`config.mk`:
```
export PLATFORM = sky130hd
export DESIGN_NAME = pipe_control_unit
export DESIGN_NICKNAME = d
export VERILOG_FILES = /design/src/rtl/pipe_ctrl_pkg.sv /design/src/rtl/pipe_control_unit_decode.sv /design/src/rtl/pipe_control_unit.sv
export SDC_FILE = /design/constraint.sdc
export NUM_CORES = 1
export LEC_CHECK = 0
export BUFFER_PORTS_ARGS = -buffer_cell sky130_fd_sc_hd__buf_4
export CORE_MARGIN = 8
export CORE_UTILIZATION = 48
export DETAILED_ROUTE_END_ITERATION = 6
export PLACE_DENSITY = 0.76
export SYNTH_ARGS = -nofsm -noshare
export SYNTH_HDL_FRONTEND = slang
export SYNTH_HIERARCHICAL = 1
export SYNTH_SLANG_ARGS = --single-unit
```
`constraint.sdc`:
```
create_clock -name clk -period 1.58 [get_ports clk]
set_input_delay 0.316 -clock clk [delete_from_list [all_inputs] [get_ports clk]]
set_output_delay 0.316 -clock clk [all_outputs]
set_load 0.005 [all_outputs]
```
`src/rtl/pipe_ctrl_pkg.sv`:
```
// Shared types and constants for the pipelined control unit: opcodes, FSM states,
// the per-stage control bundle and the bubble value.
package pipe_ctrl_pkg;

    localparam int CTRL_ALU_OP_W = 2;
    localparam int CTRL_RW_W     = 2;

    localparam logic [3:0] OP_HALT  = 4'b0000;
    localparam logic [3:0] OP_ANDI  = 4'b0001;
    localparam logic [3:0] OP_ORI   = 4'b0010;
    localparam logic [3:0] OP_BGT   = 4'b0100;
    localparam logic [3:0] OP_BLT   = 4'b0101;
    localparam logic [3:0] OP_BEQ   = 4'b0110;
    localparam logic [3:0] OP_JMP   = 4'b0111;
    localparam logic [3:0] OP_LBU   = 4'b1010;
    localparam logic [3:0] OP_SB    = 4'b1011;
    localparam logic [3:0] OP_LW    = 4'b1100;
    localparam logic [3:0] OP_SW    = 4'b1101;
    localparam logic [3:0] OP_ARITH = 4'b1111;

    localparam logic [1:0] BR_EQ = 2'b01;
    localparam logic [1:0] BR_GT = 2'b10;
    localparam logic [1:0] BR_LT = 2'b11;

    typedef enum logic [1:0] {
        ST_RUN    = 2'd0,
        ST_HALTED = 2'd1,
        ST_EXC    = 2'd2
    } state_t;

    typedef struct packed {
        logic [CTRL_ALU_OP_W-1:0] alu_op;
        logic [1:0]               mux_a;
        logic [1:0]               mux_b;
        logic                     mux_c;
        logic [CTRL_RW_W-1:0]     reg_write;
        logic                     mem_write;
        logic                     byte_en;
        logic                     is_load;
        logic                     is_arith;
    } ctrl_bundle_t;

    localparam ctrl_bundle_t BUBBLE = '0;

    function automatic logic branch_taken(input logic [3:0] op, input logic [1:0] res);
        return (op == OP_BGT && res == BR_GT) ||
               (op == OP_BLT && res == BR_LT) ||
               (op == OP_BEQ && res == BR_EQ);
    endfunction

endpackage

```
`src/rtl/pipe_control_unit_decode.sv`:
```
// Combinational ID-stage decoder: opcode to control bundle. Branches, jmp, halt
// and unused opcodes all decode to a bubble.
module ctrl_decode
    import pipe_ctrl_pkg::*;
(
    input  logic [3:0]   i_opcode,
    output ctrl_bundle_t o_bundle
);

    always_comb begin
        o_bundle = BUBBLE;
        case (i_opcode)
            OP_ARITH: begin
                o_bundle.alu_op    = 2'b01;
                o_bundle.mux_c     = 1'b1;
                o_bundle.reg_write = 2'b11;
                o_bundle.is_arith  = 1'b1;
            end
            OP_ANDI, OP_ORI: begin
                o_bundle.alu_op    = (i_opcode == OP_ORI) ? 2'b10 : 2'b00;
                o_bundle.mux_b     = 2'b11;
                o_bundle.mux_c     = 1'b1;
                o_bundle.reg_write = 2'b11;
            end
            OP_LBU, OP_LW: begin
                o_bundle.alu_op    = 2'b11;
                o_bundle.mux_a     = 2'b11;
                o_bundle.reg_write = 2'b11;
                o_bundle.byte_en   = (i_opcode == OP_LBU);
                o_bundle.is_load   = 1'b1;
            end
            OP_SB, OP_SW: begin
                o_bundle.alu_op    = 2'b11;
                o_bundle.mux_a     = 2'b11;
                o_bundle.mem_write = 1'b1;
                o_bundle.byte_en   = (i_opcode == OP_SB);
            end
            default: ;
        endcase
    end

endmodule

```
`src/rtl/pipe_control_unit.sv`:
```
// Pipelined control unit: ID decode, EX/MEM/WB bundle registers, hazard detection
// and RUN/HALTED/EXC FSM. Define PIPE_PERF_CNT_EN to add stall/flush counters.
module pipe_control_unit
    import pipe_ctrl_pkg::*;
#(
    parameter int RADDR_W  = 4,
    parameter int ALU_OP_W = CTRL_ALU_OP_W,
    parameter int RW_W     = CTRL_RW_W
) (
    input  logic                clk,
    input  logic                reset,
    input  logic                id_valid,
    input  logic [3:0]          id_opcode,
    input  logic [RADDR_W-1:0]  id_rs,
    input  logic [RADDR_W-1:0]  id_rt,
    input  logic [RADDR_W-1:0]  id_rd,
    input  logic [1:0]          branch_result,
    input  logic                overflow_flag,
    input  logic                resume,
`ifdef PIPE_PERF_CNT_EN
    output logic [15:0]         stall_cnt,
    output logic [15:0]         flush_cnt,
`endif
    output logic                pc_write,
    output logic                pc_op,
    output logic                b_jmp,
    output logic                exc_vec,
    output logic                if_flush,
    output logic                id_flush,
    output logic                ex_flush,
    output logic                halt,
    output logic                exc_taken,
    output logic [ALU_OP_W-1:0] ex_alu_op,
    output logic [1:0]          ex_mux_a,
    output logic [1:0]          ex_mux_b,
    output logic [RADDR_W-1:0]  ex_rd,
    output logic                mem_write,
    output logic                mem_byte_en,
    output logic                wb_mux_c,
    output logic [RW_W-1:0]     wb_reg_write,
    output logic [RADDR_W-1:0]  wb_rd
);

    state_t               r_state, w_state_nxt;
    ctrl_bundle_t         w_id_bndl, r_bndl_p1;
    logic [RADDR_W-1:0]   r_rd_p1, r_rd_p2, r_rd_p3;
    logic                 r_mem_write_p2, r_byte_en_p2, r_mux_c_p2, r_mux_c_p3;
    logic [CTRL_RW_W-1:0] r_rw_p2, r_rw_p3;
    logic                 w_ovf, w_load_use, w_ex_bubble;

    ctrl_decode u_decode (
        .i_opcode (id_opcode),
        .o_bundle (w_id_bndl)
    );

    assign w_ovf      = (r_state == ST_RUN) && r_bndl_p1.is_arith && overflow_flag;
    assign w_load_use = (r_state == ST_RUN) && id_valid && r_bndl_p1.is_load &&
                        (r_rd_p1 == id_rs || r_rd_p1 == id_rt);
    assign w_ex_bubble = !id_valid || (r_state != ST_RUN) || w_ovf || w_load_use;

    always_comb begin
        w_state_nxt = r_state;
        pc_write    = 1'b1;
        pc_op       = 1'b0;
        b_jmp       = 1'b0;
        exc_vec     = 1'b0;
        if_flush    = 1'b0;
        id_flush    = 1'b0;
        ex_flush    = 1'b0;
        halt        = 1'b0;
        exc_taken   = 1'b0;
        if (!reset) begin
            w_state_nxt = ST_RUN;
        end else begin
            case (r_state)
                ST_RUN: begin
                    // A stalled halt waits until the load-use bubble has been inserted
                    if (w_ovf) begin
                        if_flush    = 1'b1;
                        id_flush    = 1'b1;
                        ex_flush    = 1'b1;
                        w_state_nxt = ST_EXC;
                    end else if (w_load_use) begin
                        pc_write = 1'b0;
                        ex_flush = 1'b1;
                    end else if (id_valid && id_opcode == OP_HALT) begin
                        w_state_nxt = ST_HALTED;
                    end else if (id_valid && branch_taken(id_opcode, branch_result)) begin
                        pc_op    = 1'b1;
                        b_jmp    = 1'b1;
                        if_flush = 1'b1;
                    end else if (id_valid && id_opcode == OP_JMP) begin
                        pc_op    = 1'b1;
                        if_flush = 1'b1;
                    end
                end
                ST_HALTED: begin
                    pc_write = 1'b0;
                    halt     = 1'b1;
                    if (resume) w_state_nxt = ST_RUN;
                end
                ST_EXC: begin
                    exc_taken   = 1'b1;
                    exc_vec     = 1'b1;
                    pc_op       = 1'b1;
                    if_flush    = 1'b1;
                    id_flush    = 1'b1;
                    w_state_nxt = ST_RUN;
                end
                default: w_state_nxt = ST_RUN;
            endcase
        end
    end

    always_ff @(posedge clk) begin
        if (!reset) begin
            r_state        <= ST_RUN;
            r_bndl_p1      <= BUBBLE;
            r_rd_p1        <= '0;
            r_mem_write_p2 <= 1'b0;
            r_byte_en_p2   <= 1'b0;
            r_mux_c_p2     <= 1'b0;
            r_rw_p2        <= '0;
            r_rd_p2        <= '0;
            r_mux_c_p3     <= 1'b0;
            r_rw_p3        <= '0;
            r_rd_p3        <= '0;
        end else begin
            r_state <= w_state_nxt;
            // ID -> EX
            r_bndl_p1 <= w_ex_bubble ? BUBBLE : w_id_bndl;
            r_rd_p1   <= w_ex_bubble ? '0 : id_rd;
            // EX -> MEM: an overflowing instruction must not write back
            r_mem_write_p2 <= r_bndl_p1.mem_write;
            r_byte_en_p2   <= r_bndl_p1.byte_en;
            r_mux_c_p2     <= r_bndl_p1.mux_c;
            r_rw_p2        <= w_ovf ? '0 : r_bndl_p1.reg_write;
            r_rd_p2        <= r_rd_p1;
            // MEM -> WB
            r_mux_c_p3 <= r_mux_c_p2;
            r_rw_p3    <= r_rw_p2;
            r_rd_p3    <= r_rd_p2;
        end
    end

`ifdef PIPE_PERF_CNT_EN
    always_ff @(posedge clk) begin
        if (!reset) begin
            stall_cnt <= '0;
            flush_cnt <= '0;
        end else begin
            if (r_state == ST_RUN && !pc_write && stall_cnt != 16'hFFFF)
                stall_cnt <= stall_cnt + 16'd1;
            if (if_flush && flush_cnt != 16'hFFFF)
                flush_cnt <= flush_cnt + 16'd1;
        end
    end
`endif

    assign ex_alu_op    = ALU_OP_W'(r_bndl_p1.alu_op);
    assign ex_mux_a     = r_bndl_p1.mux_a;
    assign ex_mux_b     = r_bndl_p1.mux_b;
    assign ex_rd        = r_rd_p1;
    assign mem_write    = r_mem_write_p2;
    assign mem_byte_en  = r_byte_en_p2;
    assign wb_mux_c     = r_mux_c_p3;
    assign wb_reg_write = RW_W'(r_rw_p3);
    assign wb_rd        = r_rd_p3;

endmodule
```
==> metrics.csv, run 1 <==
metric;value;unit
drt_iter0_markers;70;
grt_overflow;0;
clkPwrFrac;29.3;%
crit_fanout;6;
vias_per_cell;5.04;
total_leakage_power;0.875;nW
top_layer;met4;
drtPass1Iterations;4;
syn_to_final_growth;34.6;%
tritoncts;done;
finalSetupViolCount;5;
netlist_area;1560;um^2
switchingPower;379;uW
ys_seq_elements;35;
io_pins;51;
wl_per_cell;14.2;um
yosysTopAreaCell;dfxtp_1;
grt_pass1_vias;1257;
total_power;1.62;mW
final_area;2100;um^2
die_h;73.0;um
status;complete, but fails checks;
cts-buffers-inserted;5;
fin_crit;1.94;ns
dpl_cell_area;1970;um^2
grt_pass1_wl;5600;um
drt-total-wl;3530;um
synth_area_per_cell;10.3;um^2
numPortBuffers;50;
cp-start-kind;flop;
cp-end-kind;output port;
utilization;68.3;%
syn_inst;151;
hold_class;primary input to flop;
p_int;1.24;mW
final_cells;248;
synth.distinct_cells;37;
tns;-1.62;ns
antenna_found_initial;0;
synth_edf_count;0;
grt_max_degree;19;
ys.flop_type;dfxtp_1;
arrival;1.62;ns
wl_met3;261;um
coreArea;3080;um^2
cp.required;1.26;ns
drive_gt1_share;49.0;%
drc_errors;0;
rsz0062_at_grt;true;
final_net_count;227;
worstSetupPathType;flop to output port;
seqPwrFrac;56.3;%
synth_seq_area_share;44.9;%
finalHoldViolations;0;
worst_pin_slew;0.325;ns
m1WireLength;1400;um
vdd_drop_max;0.371;mV
clockBufferDepth;2;
holdBufCountCts;0;
post-cts-setup-buffers;0;
period_share;122;%
synth.top_cell.area_share;44.9;%
rows;20;
slew_headroom;78.1;%
ant_nets;0;
syn_nets;174;
holdWs;0.190;ns
grt_usage;13.2;%
dp_hpwl;2740;um
placed_cells;241;
fill_cells;237;
synth_most_common_cell;dfxtp_1;
pre_cts_ws;-0.147;ns
ys_warn_count;6;
die_area;5330;um^2
vias;1249;
insertion_delay;0.32;ns
violations;negative setup slack;
synth_area_leaders;dfxtp_1 45%, nor3b_2 8.0%, and2_1 6.8%;
finalClockSkew;0.00776;ns
pwr_density_cell;769;nW/um^2
wl_met2;1800;um
clkSlewWorstSetupHoldPaths;0.10;ns
finalWorstSetupSlack;-0.355;ns
start_util;50.7;%
routabilityCongestion;0.878;
timing.fmax;517;MHz
antenna_cells;0;
max_cap_violations;0;
synthArstFlopShare;0;%
htreeDepth;2;
synth_commonest_cells;35 x dfxtp_1, 17 x and2_1, 13 x buf_4, 10 x nor3b_2, 10 x xnor2_1;
power_frac_comb;14.3;%
p_sw_share;23.4;%
cts-root-buf;clkbuf_4;
die_w;73.0;um
clock_sinks;35;
maxSlewViolCount;0;
==> repair_timing <==
action,in CTS,in global routing
resized for setup,11,8
cloned,0,0
endpoints found under the setup margin,7,7
pin swaps,4,2
hold endpoints to repair,0,0
==> flip-flops by register name, summed over array words and instances, names as in the netlist, 4 cells and up <==
signal and cells:
ex_rd 4, r_rd_p2 4, r_bndl_p1 7, wb_rd 4
==> cells in the final DEF, fill, tap and decap left out, types with 2 or more instances in the layout <==
master and count:
xnor2_2 5, nor3_1 4, nor2_1 5, nor4_1 2, dfxtp_1 30, clkbuf_4 5, o311a_1 2, o21bai_1 3
o21ai_0 3, and2_1 17, inv_1 4, nor3b_1 8, buf_4 63, nand2_1 3, a31oi_1 2, nand4_1 5
dfxtp_4 4, xnor2_1 5, nor3b_2 11, a21oi_1 3
==> area by class of cell <==
cell class | count | area (um^2) | area share (%)
inverter | 4 | 15.0 | 0.715
clock buffer | 6 | 51.3 | 2.44
multi-input combinational | 95 | 785 | 37.3
sequential | 35 | 717 | 34.1
clock inverter | 1 | 5.00 | 0.238
tap | 44 | 55.1 | 2.62
timing repair buffer | 63 | 473 | 22.5
==> power by group through the flow <==
stage | Sequential, mW | Combinational (mW) | Clock [mW]
finish | 0.911 | 0.232 | 0.474
CTS | 0.912 | 0.221 | 0.482
global route | 0.913 | 0.252 | 0.534
global placement | 0.932 | 0.208 | 0
floorplan | 0.933 | 0.121 | 0
detailed placement | 0.934 | 0.216 | 0
==> routing by layer <==
metal | global-route usage [%] | vias to the layer above
met1 | 14.3 | 566
met3 | 3.71 | 7
met2 | 22.7 | 55
met5 | 0 | -
met4 | 7.11 | 0
li1 | - | 621
==> critical path: stages, from the launching register on <==
cell	delay, ns
dfxtp_4	0.38
xnor2_2	0.15
nand4_1	0.20
a21oi_4	0.28
a41oi_2	0.13
buf_4	0.16
==> worst paths after layout <==
| kind | slack, ns | cells after the start | to | from |
|---|---|---|---|---|
| hold reg to reg | 0.44 | 1 | wb_mux_c | r_mux_c_p2 |
| setup reg to reg | 0.02 | 5 | r_state[0] | ex_rd[1] |
| hold / removal | 0.19 | 2 | r_state[0] | resume |
| setup / recovery | -0.36 | 5 | pc_write | ex_rd[1] |
==> kinds of logic after synthesis <==
family | Yosys count | synth area share [%]
simple gates | 65 | 31.4
buf+inv | 21 | 8.82
xor+xnor | 10 | 5.61
mux | 1 | 0.722
flops | 35 | 44.9
compound gates | 19 | 8.58
(Power assumes the default switching activity.)
==> run 2: changes to the inputs <==
--- a/config.mk
+++ b/config.mk
@@ -7,9 +7,9 @@
 export LEC_CHECK = 0
 export BUFFER_PORTS_ARGS = -buffer_cell sky130_fd_sc_hd__buf_4
 export CORE_MARGIN = 8
-export CORE_UTILIZATION = 48
+export CORE_UTILIZATION = 40
 export DETAILED_ROUTE_END_ITERATION = 6
-export PLACE_DENSITY = 0.76
+export PLACE_DENSITY = 0.65
 export SYNTH_ARGS = -nofsm -noshare
 export SYNTH_HDL_FRONTEND = slang
 export SYNTH_HIERARCHICAL = 1
==> run 2 against run 1 <==
Compared with the run above:
- the flow still finishes with violations (negative setup slack)
- sequential share of layout area is 1.5 points lower
- final cell count rose by 4.4%
- worst setup slack better by 0.036 ns
- critical path type unchanged
==> metrics.csv, run 2 (synthesis gave the netlist of run 1 again) <==
metric;value;unit;change
dpl_cell_area;2000;um^2;+1.8%
pwr_density_cell;838;nW/um^2;+9.0%
timing.fmax;527;MHz;+1.9%
maxSlewViolCount;0;;unchanged
clock_sinks;35;;unchanged
utilization;59.2;%;-9.1 points
holdBufCountCts;0;;unchanged
placed_cells;249;;+3.3%
drc_errors;0;;unchanged
tns;-1.36;ns;+0.268 ns
total_leakage_power;0.926;nW;+5.8%
htreeDepth;2;;unchanged
grt_usage;11.3;%;-2.0 points
ant_nets;0;;unchanged
final_net_count;233;;+2.6%
slowest_stage;dfxtp_2;;
period_share;120;%;-2.3 points
drive_gt1_share;50.7;%;+1.7 points
wl_per_cell;13.4;um;-5.5%
cp.required;1.26;ns;about the same
vdd_drop_max;0.276;mV;-25%
max_cap_violations;0;;unchanged
vias_per_cell;4.73;;-6.0%
die_w;78.5;um;+7.5%
worstSetupPathType;flop to output port;;
cts-root-buf;clkbuf_8;;
final_area;2200;um^2;+4.7%
arrival;1.58;ns;-0.04 ns
drt-total-wl;3480;um;-1.4%
fin_crit;1.90;ns;-0.0357 ns
drt_iter0_markers;28;;-60%
status;complete, but fails checks;;
clkSlewWorstSetupHoldPaths;0.06;ns;-0.04 ns
crit_chain;xnor2_2, nand4_1, a21oi_4, a41oi_2, buf_4;;
die_area;6160;um^2;+15%
finalWorstSetupSlack;-0.319;ns;+0.0357 ns
crit_fanout;8;;+2
grt_pass1_wl;5570;um;-0.61%
rsz0062_at_grt;true;;
antenna_found_initial;0;;unchanged
holdWs;0.236;ns;+0.0463 ns
r2r_slack;0.09;ns;+0.07 ns
pre_cts_ws;-0.153;ns;-0.00566 ns
slowest_delay;0.35;ns;-0.03 ns
start_util;42.0;%;-8.7 points
total_power;1.84;mW;+14%
violations;negative setup slack;;
finalClockSkew;0.00763;ns;-0.000129 ns
top_register;r_bndl_p1;;
rows;22;;+10%
largest_reg_flops;7;;unchanged
grt_max_degree;17;;-2
cp-start-kind;flop;;
cp-end-kind;output port;;
antenna_cells;0;;unchanged
final_cell_mix;69 x buf_4, 30 x dfxtp_1, 17 x and2_1, 11 x nor3b_2, 8 x nor3b_1;;
dp_hpwl;2650;um;-3.0%
grt_overflow;0;;unchanged
io_pins;51;;unchanged
cts-buffers-inserted;5;;unchanged
vias;1226;;-1.8%
clockBufferDepth;2;;unchanged
layout.cells.most_common;buf_4;;
slew_headroom;77.0;%;-1.2 points
numPortBuffers;50;;unchanged
grt_pass1_vias;1262;;+0.40%
insertion_delay;0.29;ns;-0.03 ns
coreArea;3720;um^2;+21%
final_cells;259;;+4.4%
syn_to_final_growth;41.0;%;
finalSetupViolCount;5;;unchanged
drtPass1Iterations;4;;unchanged
worst_pin_slew;0.343;ns;+0.0181 ns
finalHoldViolations;0;;unchanged
tritoncts;done;;
hold_class;primary input to flop;;
die_h;78.5;um;+7.5%
fill_cells;313;;+32%
routabilityCongestion;0.893;;+1.7%
-- run 2: critical path: cells and delay by family (launching register included) --
| family | cells | cell delay, ns |
|---|---|---|
| AND/OR/NAND/NOR | 1 | 0.17 |
| flip-flops | 1 | 0.35 |
| AO/OA/AOI/OAI | 2 | 0.45 |
| XOR/XNOR | 1 | 0.17 |
| buffers and inverters | 1 | 0.16 |
-- run 2: area by class of cell --
class	count	area [um^2]	share of cell area, %
Sequential cell	35	717	32.6
Multi-Input combinational cell	95	786	35.7
Inverter	4	15.0	0.683
Clock inverter	1	7.51	0.341
Tap cell	48	60.1	2.73
Clock buffer	7	96.3	4.38
Timing Repair Buffer	69	518	23.5
-- run 2: worst paths after layout --
path	from	end	depth (start not counted)
max reg2reg	ex_rd[2]	r_state[0]	7
max	ex_rd[2]	pc_write	5
min reg2reg	r_rd_p2[1]	wb_rd[1]	1
min	resume	r_state[0]	2
-- run 2: routing by layer --
metal / routed length (um) / GRT usage [%]
met1: 1510 / 12.7
met2: 1740 / 18.1
met3: 185 / 4.56
met4: 53 / 5.56
met5: 0 / 0
-- run 2: repair_timing --
action,in CTS,in global routing
setup buffers,1,1
pin swaps,4,7
resized for setup,12,7
endpoints found under the setup margin,6,6
-- run 2: report_power, final --
group | leakage (nW) | switching (mW) | internal (mW) | total, mW
Sequential | 0.287 | 0.0108 | 0.899 | 0.910
Combinational | 0.588 | 0.0978 | 0.134 | 0.232
Clock | 0.0505 | 0.305 | 0.396 | 0.701
==> run 3: changes to the inputs <==
--- a/config.mk
+++ b/config.mk
@@ -8,6 +8,7 @@
 export BUFFER_PORTS_ARGS = -buffer_cell sky130_fd_sc_hd__buf_4
 export CORE_MARGIN = 8
 export CORE_UTILIZATION = 40
+export CTS_BUF_LIST = sky130_fd_sc_hd__clkbuf_16
 export DETAILED_ROUTE_END_ITERATION = 6
 export PLACE_DENSITY = 0.65
 export SYNTH_ARGS = -nofsm -noshare
==> run 3 against run 2 <==
Compared with the run above:
- the flow still finishes with violations (negative setup slack)
- routed wire length is 4.8% higher
- clock skew is 0.0037 ns lower
- first-iteration DRC count is 50% higher
- sequential share of layout area is 0.82 points lower
- fmax is 0.31% lower
- critical path depth stayed put
- critical endpoint unchanged
- largest cell class unchanged
- largest power group unchanged
==> metrics.csv, run 3 (synthesis gave the netlist of run 1 again) <==
metric;value;unit;change
status;complete, but fails checks;;
violations;negative setup slack;;
p_sw_share;21.4;%;-1.0 points
worstReg2RegEnd;r_bndl_p1[4];;
finalHoldViolations;0;;unchanged
die_h;78.5;um;unchanged
r2r_slack;0.13;ns;+0.04 ns
insertion_delay;0.27;ns;-0.02 ns
max_cap_violations;0;;unchanged
tritoncts;done;;
grt_util_met1;13.5;%;+0.79 points
grtUsageMet2;19.5;%;+1.4 points
vdd_drop_max;0.412;mV;+49%
grt_max_degree;17;;unchanged
drc_errors;0;;unchanged
drt-total-wl;3650;um;+4.8%
seq_area;714;um^2;-0.35%
worstSetupPathType;flop to output port;;
routabilityCongestion;0.893;;unchanged
antenna_cells;0;;unchanged
multi_input_area;793;um^2;+0.96%
period_share;121;%;+0.37 points
clock_sinks;35;;unchanged
total_power;2.05;mW;+11%
clkSlewWorstSetupHoldPaths;0.05;ns;about the same
cp.required;1.26;ns;about the same
finalWorstSetupSlack;-0.325;ns;-0.00583 ns
fin_crit;1.91;ns;+0.00583 ns
pwr_density_cell;912;nW/um^2;+8.8%
io_pins;51;;unchanged
worst_pin_slew;0.344;ns;+0.00134 ns
timing.fmax;525;MHz;-0.31%
drt_iter0_markers;42;;+50%
tns;-1.32;ns;+0.0338 ns
arrival;1.59;ns;about the same
seqPwrFrac;44.6;%;-4.8 points
finalSetupViolCount;5;;unchanged
vias_per_cell;4.82;;+1.7%
clockBufferDepth;2;;unchanged
htreeDepth;2;;unchanged
holdWs;0.246;ns;+0.00982 ns
fill_cells;301;;-3.8%
pre_cts_ws;-0.153;ns;unchanged
cts-root-buf;clkbuf_16;;
largest_reg_flops;7;;unchanged
antenna_found_initial;0;;unchanged
clkPwrFrac;43.8;%;+5.8 points
grt_pass1_vias;1298;;+2.9%
r2r_start;ex_rd[1];;
cts-buffers-inserted;5;;unchanged
total_leakage_power;0.950;nW;+2.6%
syn_to_final_growth;44.1;%;
cp-start-kind;flop;;
top_register;r_bndl_p1;;
utilization;60.5;%;+1.3 points
crit_start;ex_rd[1];;
switchingPower;439;uW;+6.0%
rows;22;;unchanged
rsz0062_at_grt;true;;
vias;1252;;+2.1%
final_cell_mix;70 x buf_4, 30 x dfxtp_1, 17 x and2_1, 11 x nor3b_2, 8 x nor3b_1;;
wl_per_cell;14.0;um;+4.4%
crit_fanout;8;;unchanged
coreArea;3720;um^2;unchanged
drtPass1Iterations;4;;unchanged
die_w;78.5;um;unchanged
grt-busiest-layer;met2;;
grt_pass1_wl;5930;um;+6.4%
layout.cells.most_common;buf_4;;
start_util;42.0;%;unchanged
hold_class;primary input to flop;;
grt_util_met3;3.53;%;-1.0 points
cp-end-kind;output port;;
slew_headroom;76.9;%;-0.090 points
dp_hpwl;2650;um;unchanged
maxSlewViolCount;0;;unchanged
die_area;6160;um^2;unchanged
grt_usage;11.8;%;+0.49 points
ff2ff_path_depth;5;;-2
crit_end;pc_write;;
finalClockSkew;0.00391;ns;-0.00372 ns
final_net_count;234;;+0.43%
drive_gt1_share;50.5;%;-0.24 points
p_int;1.61;mW;+13%
ant_nets;0;;unchanged
power_frac_comb;11.6;%;-1.0 points
grt_overflow;0;;unchanged
numPortBuffers;50;;unchanged
run 3: repair_timing:
action                                 in CTS  in global routing
hold buffers                                0                  0
resized for setup                          12                  7
pin swaps                                   5                  6
endpoints found under the hold margin       0                  0
setup endpoints to repair                   6                  6
buffers inserted                            1                  2
run 3: power groups by stage:
stage          logic, mW  registers [mW]  clock network [mW]
6_report           0.237           0.914               0.899
3_5_place_dp       0.217           0.933                   0
5_1_grt            0.257           0.915               0.959
4_1_cts            0.227           0.914               0.918
3_3_place_gp       0.213           0.933                   0
2_1_floorplan      0.121           0.933                   0
run 3: worst min-delay path by stage:
stage	cells after the start	startpoint	slack, ns	to
after global routing	2	resume	0.25	r_state[0]
after global placement	1	r_mux_c_p2	0.41	wb_mux_c
final	2	resume	0.25	r_state[0]
after floorplan	1	r_bndl_p1[2]	0.41	mem_byte_en
after detailed placement	1	r_rw_p2[0]	0.42	wb_reg_write[0]
after CTS	2	resume	0.25	r_state[0]
run 3: cell type report:
cell class / instances / share of cell area [%]
timing repair buffer: 70 / 23.4
inverter: 4 / 0.668
multi-input combinational: 95 / 35.3
sequential: 35 / 31.8
tap: 48 / 2.67
clock inverter: 3 / 0.668
clock buffer: 5 / 5.56
run 3: stage by stage:
step,cell area (um^2),cells
final,2250,260
after global placement,2000,249
after global routing,2250,260
after floorplan,1560,151
after CTS,2190,258
after detailed placement,2000,249
run 3: per-layer routing:
layer	vias up	part of all wire, %
li1	640	-
met1	565	43
met2	40	49
met3	7	6.6
met4	0	2.3
met5	-	0
run 3: critical path, stage by stage (launching register included):
cell and delay [ns]:
dfxtp_4 0.36, xnor2_2 0.13, nand4_1 0.19, a21oi_4 0.30
a41oi_2 0.17, buf_4 0.17
